===== src/rtl/access_pkg.sv =====
// Shared types and constants for the access control unit: FSM state encoding,
// word widths and the power-on credential table.
package access_pkg;

    localparam int ACCESS_WORD_W     = 16;
    localparam int STATE_W           = 3;
    localparam int NUM_DEFAULT_CREDS = 4;

    typedef enum logic [STATE_W-1:0] {
        IDLE   = 3'd0,
        GET_PW = 3'd1,
        CHECK  = 3'd2,
        CHANGE = 3'd3,
        GRANT  = 3'd4,
        DENY   = 3'd5,
        LOCKED = 3'd6
    } access_state_e;

    localparam logic [ACCESS_WORD_W-1:0] CRED_ID_DEFAULT [NUM_DEFAULT_CREDS] =
        '{16'h0001, 16'h0002, 16'h0003, 16'h0004};
    localparam logic [ACCESS_WORD_W-1:0] CRED_PW_DEFAULT [NUM_DEFAULT_CREDS] =
        '{16'h1234, 16'h2345, 16'h3456, 16'h4567};

    // Entries beyond the default table get ID 0, which can never match.
    function automatic logic [ACCESS_WORD_W-1:0] credIdDefault(input int idx);
        if (idx >= 0 && idx < NUM_DEFAULT_CREDS) return CRED_ID_DEFAULT[idx[1:0]];
        return '0;
    endfunction

    function automatic logic [ACCESS_WORD_W-1:0] credPwDefault(input int idx);
        if (idx >= 0 && idx < NUM_DEFAULT_CREDS) return CRED_PW_DEFAULT[idx[1:0]];
        return '0;
    endfunction

endpackage


===== src/rtl/access_control_unit_if.sv =====
// Controller-facing bus of the access control unit. The controller owns the
// master modport; the checker owns the slave modport.
interface access_control_unit_if
    import access_pkg::*;
#(
    parameter int MAX_FAILS = 3
) ();

    localparam int FCW = $clog2(MAX_FAILS + 1);

    logic [ACCESS_WORD_W-1:0] userinput;
    logic                     load;
    logic                     pw_change;
    logic                     access_control_fb;
    logic                     denied;
    logic                     locked;
    logic [FCW-1:0]           fail_count;
    logic [STATE_W-1:0]       state_dbg;

    modport master (
        output userinput, load, pw_change,
        input  access_control_fb, denied, locked, fail_count, state_dbg
    );

    modport slave (
        input  userinput, load, pw_change,
        output access_control_fb, denied, locked, fail_count, state_dbg
    );

endinterface


===== src/rtl/access_control_unit_credential_store.sv =====
// Credential table with parallel ID/password compare, lowest index winning.
// Build option ACCESS_PWCHANGE_EN adds a password write port; otherwise the table is constant.
module credential_store
    import access_pkg::*;
#(
    parameter int NUM_USERS = 4,
    parameter int IDXW      = (NUM_USERS > 1) ? $clog2(NUM_USERS) : 1
) (
    input  logic                     clk,
    input  logic                     rst,
    input  logic [ACCESS_WORD_W-1:0] i_id,
    input  logic [ACCESS_WORD_W-1:0] i_pw,
`ifdef ACCESS_PWCHANGE_EN
    input  logic                     i_wrEn,
    input  logic [IDXW-1:0]          i_wrIdx,
    input  logic [ACCESS_WORD_W-1:0] i_wrData,
`endif
    output logic                     match,
    output logic [IDXW-1:0]          match_idx
);

    logic [ACCESS_WORD_W-1:0] w_idTable [NUM_USERS];
    logic [NUM_USERS-1:0]     w_hit;

`ifdef ACCESS_PWCHANGE_EN
    logic [ACCESS_WORD_W-1:0] r_pwTable [NUM_USERS];

    // Reset restores the defaults, discarding any password changed since.
    always_ff @(posedge clk) begin
        if (!rst) begin
            for (int k = 0; k < NUM_USERS; k++) r_pwTable[k] <= credPwDefault(k);
        end else if (i_wrEn) begin
            r_pwTable[i_wrIdx] <= i_wrData;
        end
    end
`else
    logic [ACCESS_WORD_W-1:0] r_pwTable [NUM_USERS];

    for (genvar g = 0; g < NUM_USERS; g++) begin : g_constPw
        assign r_pwTable[g] = credPwDefault(g);
    end

    logic w_unusedClkRst;
    assign w_unusedClkRst = clk ^ rst;
`endif

    for (genvar g = 0; g < NUM_USERS; g++) begin : g_entry
        assign w_idTable[g] = credIdDefault(g);
        assign w_hit[g]     = (i_id != '0) && (w_idTable[g] == i_id) && (r_pwTable[g] == i_pw);
    end

    always_comb begin
        match     = 1'b0;
        match_idx = '0;
        for (int k = NUM_USERS - 1; k >= 0; k--) begin
            if (w_hit[k]) begin
                match     = 1'b1;
                match_idx = IDXW'(k);
            end
        end
    end

endmodule


===== src/rtl/access_control_unit.sv =====
// Access control unit: captures user ID then password on load rising edges, checks them
// against the credential store, pulses grant/deny and locks out after repeated failures.
// Build option ACCESS_PWCHANGE_EN enables the in-place password change path.
module access_control_unit
    import access_pkg::*;
#(
    parameter int          NUM_USERS      = 4,
    parameter int          MAX_FAILS      = 3,
    parameter logic [31:0] LOCK_CYCLES    = 32'd50_000_000,
    parameter logic [31:0] TIMEOUT_CYCLES = 32'd500_000_000
) (
    input  logic                  clk,
    input  logic                  rst,
    access_control_unit_if.slave  bus
);

    localparam int FCW  = $clog2(MAX_FAILS + 1);
    localparam int IDXW = (NUM_USERS > 1) ? $clog2(NUM_USERS) : 1;

    access_state_e            r_state;
    logic                     r_loadQ;
    logic                     r_loadArmed;
    logic [ACCESS_WORD_W-1:0] r_idReg;
    logic [ACCESS_WORD_W-1:0] r_pwReg;
    logic [31:0]              r_timeout;
    logic [31:0]              r_lockTimer;
    logic [FCW-1:0]           r_failCount;
    logic                     r_fb;
    logic                     r_denied;
    logic                     r_locked;

    logic                     w_loadRise;
    logic                     w_timeoutHit;
    logic [FCW-1:0]           w_nextFail;
    logic                     w_match;
    logic [IDXW-1:0]          w_matchIdx;

    // r_loadArmed blocks the false edge when load is already high as reset releases.
    assign w_loadRise   = bus.load & ~r_loadQ & r_loadArmed;
    assign w_timeoutHit = (r_timeout == TIMEOUT_CYCLES - 32'd1);
    assign w_nextFail   = r_failCount + FCW'(1);

`ifdef ACCESS_PWCHANGE_EN
    logic            r_chgReg;
    logic [IDXW-1:0] r_matchIdx;
    logic            w_wrEn;

    assign w_wrEn = (r_state == CHANGE) && w_loadRise;

    credential_store #(.NUM_USERS(NUM_USERS), .IDXW(IDXW)) u_store (
        .clk       (clk),
        .rst       (rst),
        .i_id      (r_idReg),
        .i_pw      (r_pwReg),
        .i_wrEn    (w_wrEn),
        .i_wrIdx   (r_matchIdx),
        .i_wrData  (bus.userinput),
        .match     (w_match),
        .match_idx (w_matchIdx)
    );
`else
    logic [IDXW:0] w_unusedBits;
    assign w_unusedBits = {bus.pw_change, w_matchIdx};

    credential_store #(.NUM_USERS(NUM_USERS), .IDXW(IDXW)) u_store (
        .clk       (clk),
        .rst       (rst),
        .i_id      (r_idReg),
        .i_pw      (r_pwReg),
        .match     (w_match),
        .match_idx (w_matchIdx)
    );
`endif

    always_ff @(posedge clk) begin
        if (!rst) begin
            r_state     <= IDLE;
            r_loadQ     <= 1'b0;
            r_loadArmed <= 1'b0;
            r_idReg     <= '0;
            r_pwReg     <= '0;
            r_timeout   <= '0;
            r_lockTimer <= '0;
            r_failCount <= '0;
            r_fb        <= 1'b0;
            r_denied    <= 1'b0;
            r_locked    <= 1'b0;
`ifdef ACCESS_PWCHANGE_EN
            r_chgReg    <= 1'b0;
            r_matchIdx  <= '0;
`endif
        end else begin
            r_loadQ  <= bus.load;
            r_fb     <= 1'b0;
            r_denied <= 1'b0;
            if (!bus.load) r_loadArmed <= 1'b1;

            case (r_state)
                IDLE: begin
                    if (w_loadRise) begin
                        r_idReg   <= bus.userinput;
                        r_timeout <= '0;
                        r_state   <= GET_PW;
                    end
                end
                GET_PW: begin
                    if (w_loadRise) begin
                        r_pwReg <= bus.userinput;
`ifdef ACCESS_PWCHANGE_EN
                        r_chgReg <= bus.pw_change;
`endif
                        r_state <= CHECK;
                    end else if (w_timeoutHit) begin
                        r_state <= IDLE;
                    end else begin
                        r_timeout <= r_timeout + 32'd1;
                    end
                end
                // Outputs are set one cycle early so they line up with GRANT/DENY.
                CHECK: begin
                    if (!w_match) begin
                        r_denied <= 1'b1;
                        r_state  <= DENY;
                    end
`ifdef ACCESS_PWCHANGE_EN
                    else if (r_chgReg) begin
                        r_matchIdx <= w_matchIdx;
                        r_timeout  <= '0;
                        r_state    <= CHANGE;
                    end
`endif
                    else begin
                        r_fb    <= 1'b1;
                        r_state <= GRANT;
                    end
                end
`ifdef ACCESS_PWCHANGE_EN
                CHANGE: begin
                    if (w_loadRise) begin
                        r_fb    <= 1'b1;
                        r_state <= GRANT;
                    end else if (w_timeoutHit) begin
                        r_state <= IDLE;
                    end else begin
                        r_timeout <= r_timeout + 32'd1;
                    end
                end
`endif
                GRANT: begin
                    r_failCount <= '0;
                    r_state     <= IDLE;
                end
                DENY: begin
                    r_failCount <= w_nextFail;
                    if (w_nextFail == FCW'(MAX_FAILS)) begin
                        r_lockTimer <= LOCK_CYCLES - 32'd1;
                        r_locked    <= 1'b1;
                        r_state     <= LOCKED;
                    end else begin
                        r_state <= IDLE;
                    end
                end
                LOCKED: begin
                    if (r_lockTimer == '0) begin
                        r_locked    <= 1'b0;
                        r_failCount <= '0;
                        r_state     <= IDLE;
                    end else begin
                        r_lockTimer <= r_lockTimer - 32'd1;
                    end
                end
                default: r_state <= IDLE;
            endcase
        end
    end

    assign bus.access_control_fb = r_fb;
    assign bus.denied            = r_denied;
    assign bus.locked            = r_locked;
    assign bus.fail_count        = r_failCount;
    assign bus.state_dbg         = r_state;

endmodule

===== src/flat_wrapper.sv =====
// flat-port wrapper written by rule: the top's interface ports become plain ports
module access_control_unit_flat import access_pkg::*;
#(
    parameter int          NUM_USERS      = 4,
    parameter int          MAX_FAILS      = 3,
    parameter logic [31:0] LOCK_CYCLES    = 32'd50_000_000,
    parameter logic [31:0] TIMEOUT_CYCLES = 32'd500_000_000
)
  (clk, rst, bus_userinput, bus_load, bus_pw_change, bus_access_control_fb, bus_denied, bus_locked, bus_fail_count, bus_state_dbg);
  access_control_unit_if #(.MAX_FAILS(MAX_FAILS)) bus_i ();
  input  logic clk;
  input  logic rst;
  input wire logic [$bits(bus_i.userinput)-1:0] bus_userinput;
  input wire logic [$bits(bus_i.load)-1:0] bus_load;
  input wire logic [$bits(bus_i.pw_change)-1:0] bus_pw_change;
  output wire logic [$bits(bus_i.access_control_fb)-1:0] bus_access_control_fb;
  output wire logic [$bits(bus_i.denied)-1:0] bus_denied;
  output wire logic [$bits(bus_i.locked)-1:0] bus_locked;
  output wire logic [$bits(bus_i.fail_count)-1:0] bus_fail_count;
  output wire logic [$bits(bus_i.state_dbg)-1:0] bus_state_dbg;
  assign bus_i.userinput = bus_userinput;
  assign bus_i.load = bus_load;
  assign bus_i.pw_change = bus_pw_change;
  assign bus_access_control_fb = bus_i.access_control_fb;
  assign bus_denied = bus_i.denied;
  assign bus_locked = bus_i.locked;
  assign bus_fail_count = bus_i.fail_count;
  assign bus_state_dbg = bus_i.state_dbg;
  access_control_unit #(.NUM_USERS(NUM_USERS), .MAX_FAILS(MAX_FAILS), .LOCK_CYCLES(LOCK_CYCLES), .TIMEOUT_CYCLES(TIMEOUT_CYCLES)) u_core (.clk(clk), .rst(rst), .bus(bus_i));
endmodule

===== config.mk =====
export PLATFORM = sky130hd
export DESIGN_NAME = access_control_unit_flat
export DESIGN_NICKNAME = d
export VERILOG_FILES = /design/src/rtl/access_pkg.sv /design/src/rtl/access_control_unit_if.sv /design/src/rtl/access_control_unit_credential_store.sv /design/src/rtl/access_control_unit.sv /design/src/flat_wrapper.sv
export SDC_FILE = /design/constraint.sdc
export NUM_CORES = 1
export LEC_CHECK = 0
export CAP_MARGIN = 10
export CORE_UTILIZATION = 40
export DETAILED_ROUTE_END_ITERATION = 8
export PLACE_DENSITY = 0.67
export SLEW_MARGIN = 20
export SYNTH_ARGS = -nofsm -noshare
export SYNTH_HDL_FRONTEND = slang
export SYNTH_HIERARCHICAL = 1
export SYNTH_SLANG_ARGS = --single-unit
export TNS_END_PERCENT = 10

===== constraint.sdc =====
create_clock -name clk -period 6.6 [get_ports clk]
set_input_delay 1.32 -clock clk [delete_from_list [all_inputs] [get_ports clk]]
set_output_delay 1.32 -clock clk [all_outputs]
set_load 0.01 [all_outputs]

==> impl_metrics.toml <==
[clock_network]
cts_resized = 0
post-cts-setup-buffers = 0
root_buffer = "clkbuf_16"
htree_levels = 3
cts_sinks = 106
cts_tree = "done"
clk_latency_ns = 0.35
numCtsBuffers = 9
clk_path_buf_depth = 2
ctsHoldBuffers = 0
clk_pin_slew_worst_paths_ns = 0.07

[setup_path]
startpoint_type = "input pin"
endpoint_kind = "flop"
cp_max_fo = 26
required_ns = 6.90
crit_arrival_ns = 4.19
crit_type = "input pin to flop"

[floorplan]
die_w_um = 116
die_area_um2 = 13600
row_count = 41
coreArea_um2 = 12700
die_h_um = 116
initial_utilization = 0.412
ioPinCount = 28

[sta]
clock_skew_ns = 0.00748
period_share = 0.590
fmax_mhz = 257
rsz0062_at_grt = "no"
fin_hold_ws_ns = 0.449
finalSetupViolCount = 0
slew_headroom = 0.335
tightestPinTransition_ns = 0.993
hold_viol_final = 0
slew_viol_final = 0
period_needed_ns = 3.90
fin_setup_tns_ns = 0

[power_and_ir_drop]
comb_power_share = 0.046
peakVddDrop_mv = 0.121
total_power_mw = 1.23
p_per_area_nw_per_um2 = 208
p_sw_uw = 298
switching_share = 0.243
p_seq_frac = 0.528
power.internal_uw = 931
clkPwrFrac = 0.426
leakage_nw = 1.86

[finish]
instances_no_fill = 814
seq_area_um2 = 2120
area_growth_pct = 12.6
layout.nets = 660
final_layout_size_suffix_gt1_frac = 0.0763
antenna-diode-count = 0
fillers = 1243
final_area_um2 = 5910
multi_input_area_um2 = 2930

[placed_design]
placement.cell_area_um2 = 5620
place.gp.congestion = 0.831
io_buffers = 26
place_inst = 798
dpl.hpwl_um = 8500

[global_route]
overflow = 0
grt_usage = 0.192
grt_pass1_wl_um = 20500
grt_pass1_vias = 4364
antenna_found_initial = 0
grt_max_degree = 57

[drt]
dr.pass1.iters = 5
vias_per_cell = 5.91
drt_iter0_drc = 328
vias = 4814
avgRoutedWirePerCell_um = 15.3
drtAntennaViolNets = 0
routed_wl_um = 12400
drc = 0

[worst_hold_path]
hp-class = "flop to flop"

[status]
status = "finished, final reports clean"

[synthesis]
syn_nets = 654
synth_warnings = 6
synth_area_per_cell_um2 = 8.31
syn-cell-area_um2 = 5240
syn_inst = 631

[run]
drv_cap = 0
path summary, 6_finish.rpt:
| kind | cells after the start | start | slack, ns | end |
|---|---|---|---|---|
| worst max-delay path | 6 | bus_load | 2.70 | u_core/r_timeout[16] |
| worst min-delay path | 2 | u_core/r_loadArmed | 0.45 | u_core/r_loadArmed |
| worst max register to register | 4 | u_core/bus.state_dbg[0] | 3.69 | u_core/r_timeout[16] |
| worst min register to register | 2 | u_core/r_loadArmed | 0.45 | u_core/r_loadArmed |
flip-flops by register name, summed over array words and instances, names as in the netlist:
signal and flops:
u_core/bus.access_control_fb 1, u_core/r_lockTimer 32, u_core/bus.denied 1, u_core/r_timeout 32, u_core/r_pwReg 16, u_core/bus.state_dbg 3
u_core/r_loadQ 1, u_core/bus.fail_count 2, u_core/r_idReg 16, u_core/bus.locked 1, u_core/r_loadArmed 1
critical path: stages:
cell and delay [ns]:
clkdlybuf4s50_1 0.47, nand3b_1 0.31, or4_1 0.58, nand2_1 0.72, or4_1 0.70, nand2_1 0.08
layout by cell type (no fill, tap or decap), drive strengths merged, types with 6 or more instances in the layout:
cell and count:
xnor2 7, a211oi 7, nand3 23, a31oi 15
inv 19, nand4 11, nor2 24, clkdlybuf4s50 26
nand2 104, nor3 14, or4 36, a21oi 73
o31ai 20, and3 6, or2 7, clkbuf 10
or3 9, o21ai 18, nor4 20, dfxtp 106
per-layer routing:
layer	global-route usage	share of wire
met5	0	0
met3	0.0493	0.045
met1	0.241	0.45
met4	0.0632	0.013
met2	0.320	0.49
through the flow:
stage | util | worst slack, ns
final | 0.464 | 2.70
after CTS | 0.464 | 2.76
after global placement | 0.441 | 2.46
after detailed placement | 0.441 | 2.36
after global routing | 0.464 | 2.49
after floorplan | - | 3.69
layout make-up:
type,instances,area share
Clock buffer,10,0.0388
Clock inverter,6,0.0104
Inverter,16,0.0102
Multi-Input combinational cell,474,0.496
Sequential cell,106,0.359
Tap cell,172,0.0364
Timing Repair Buffer,30,0.0492
power by group through the flow:
stage / Combinational (mW) / Sequential (mW) / Clock, mW
after floorplan: 0.0343 / 0.663 / 0
after global placement: 0.0554 / 0.664 / 0
after detailed placement: 0.0564 / 0.664 / 0
after CTS: 0.0567 / 0.649 / 0.541
after global routing: 0.0626 / 0.650 / 0.569
final: 0.0566 / 0.649 / 0.524
No activity file was read; power rests on OpenSTA's default activity.
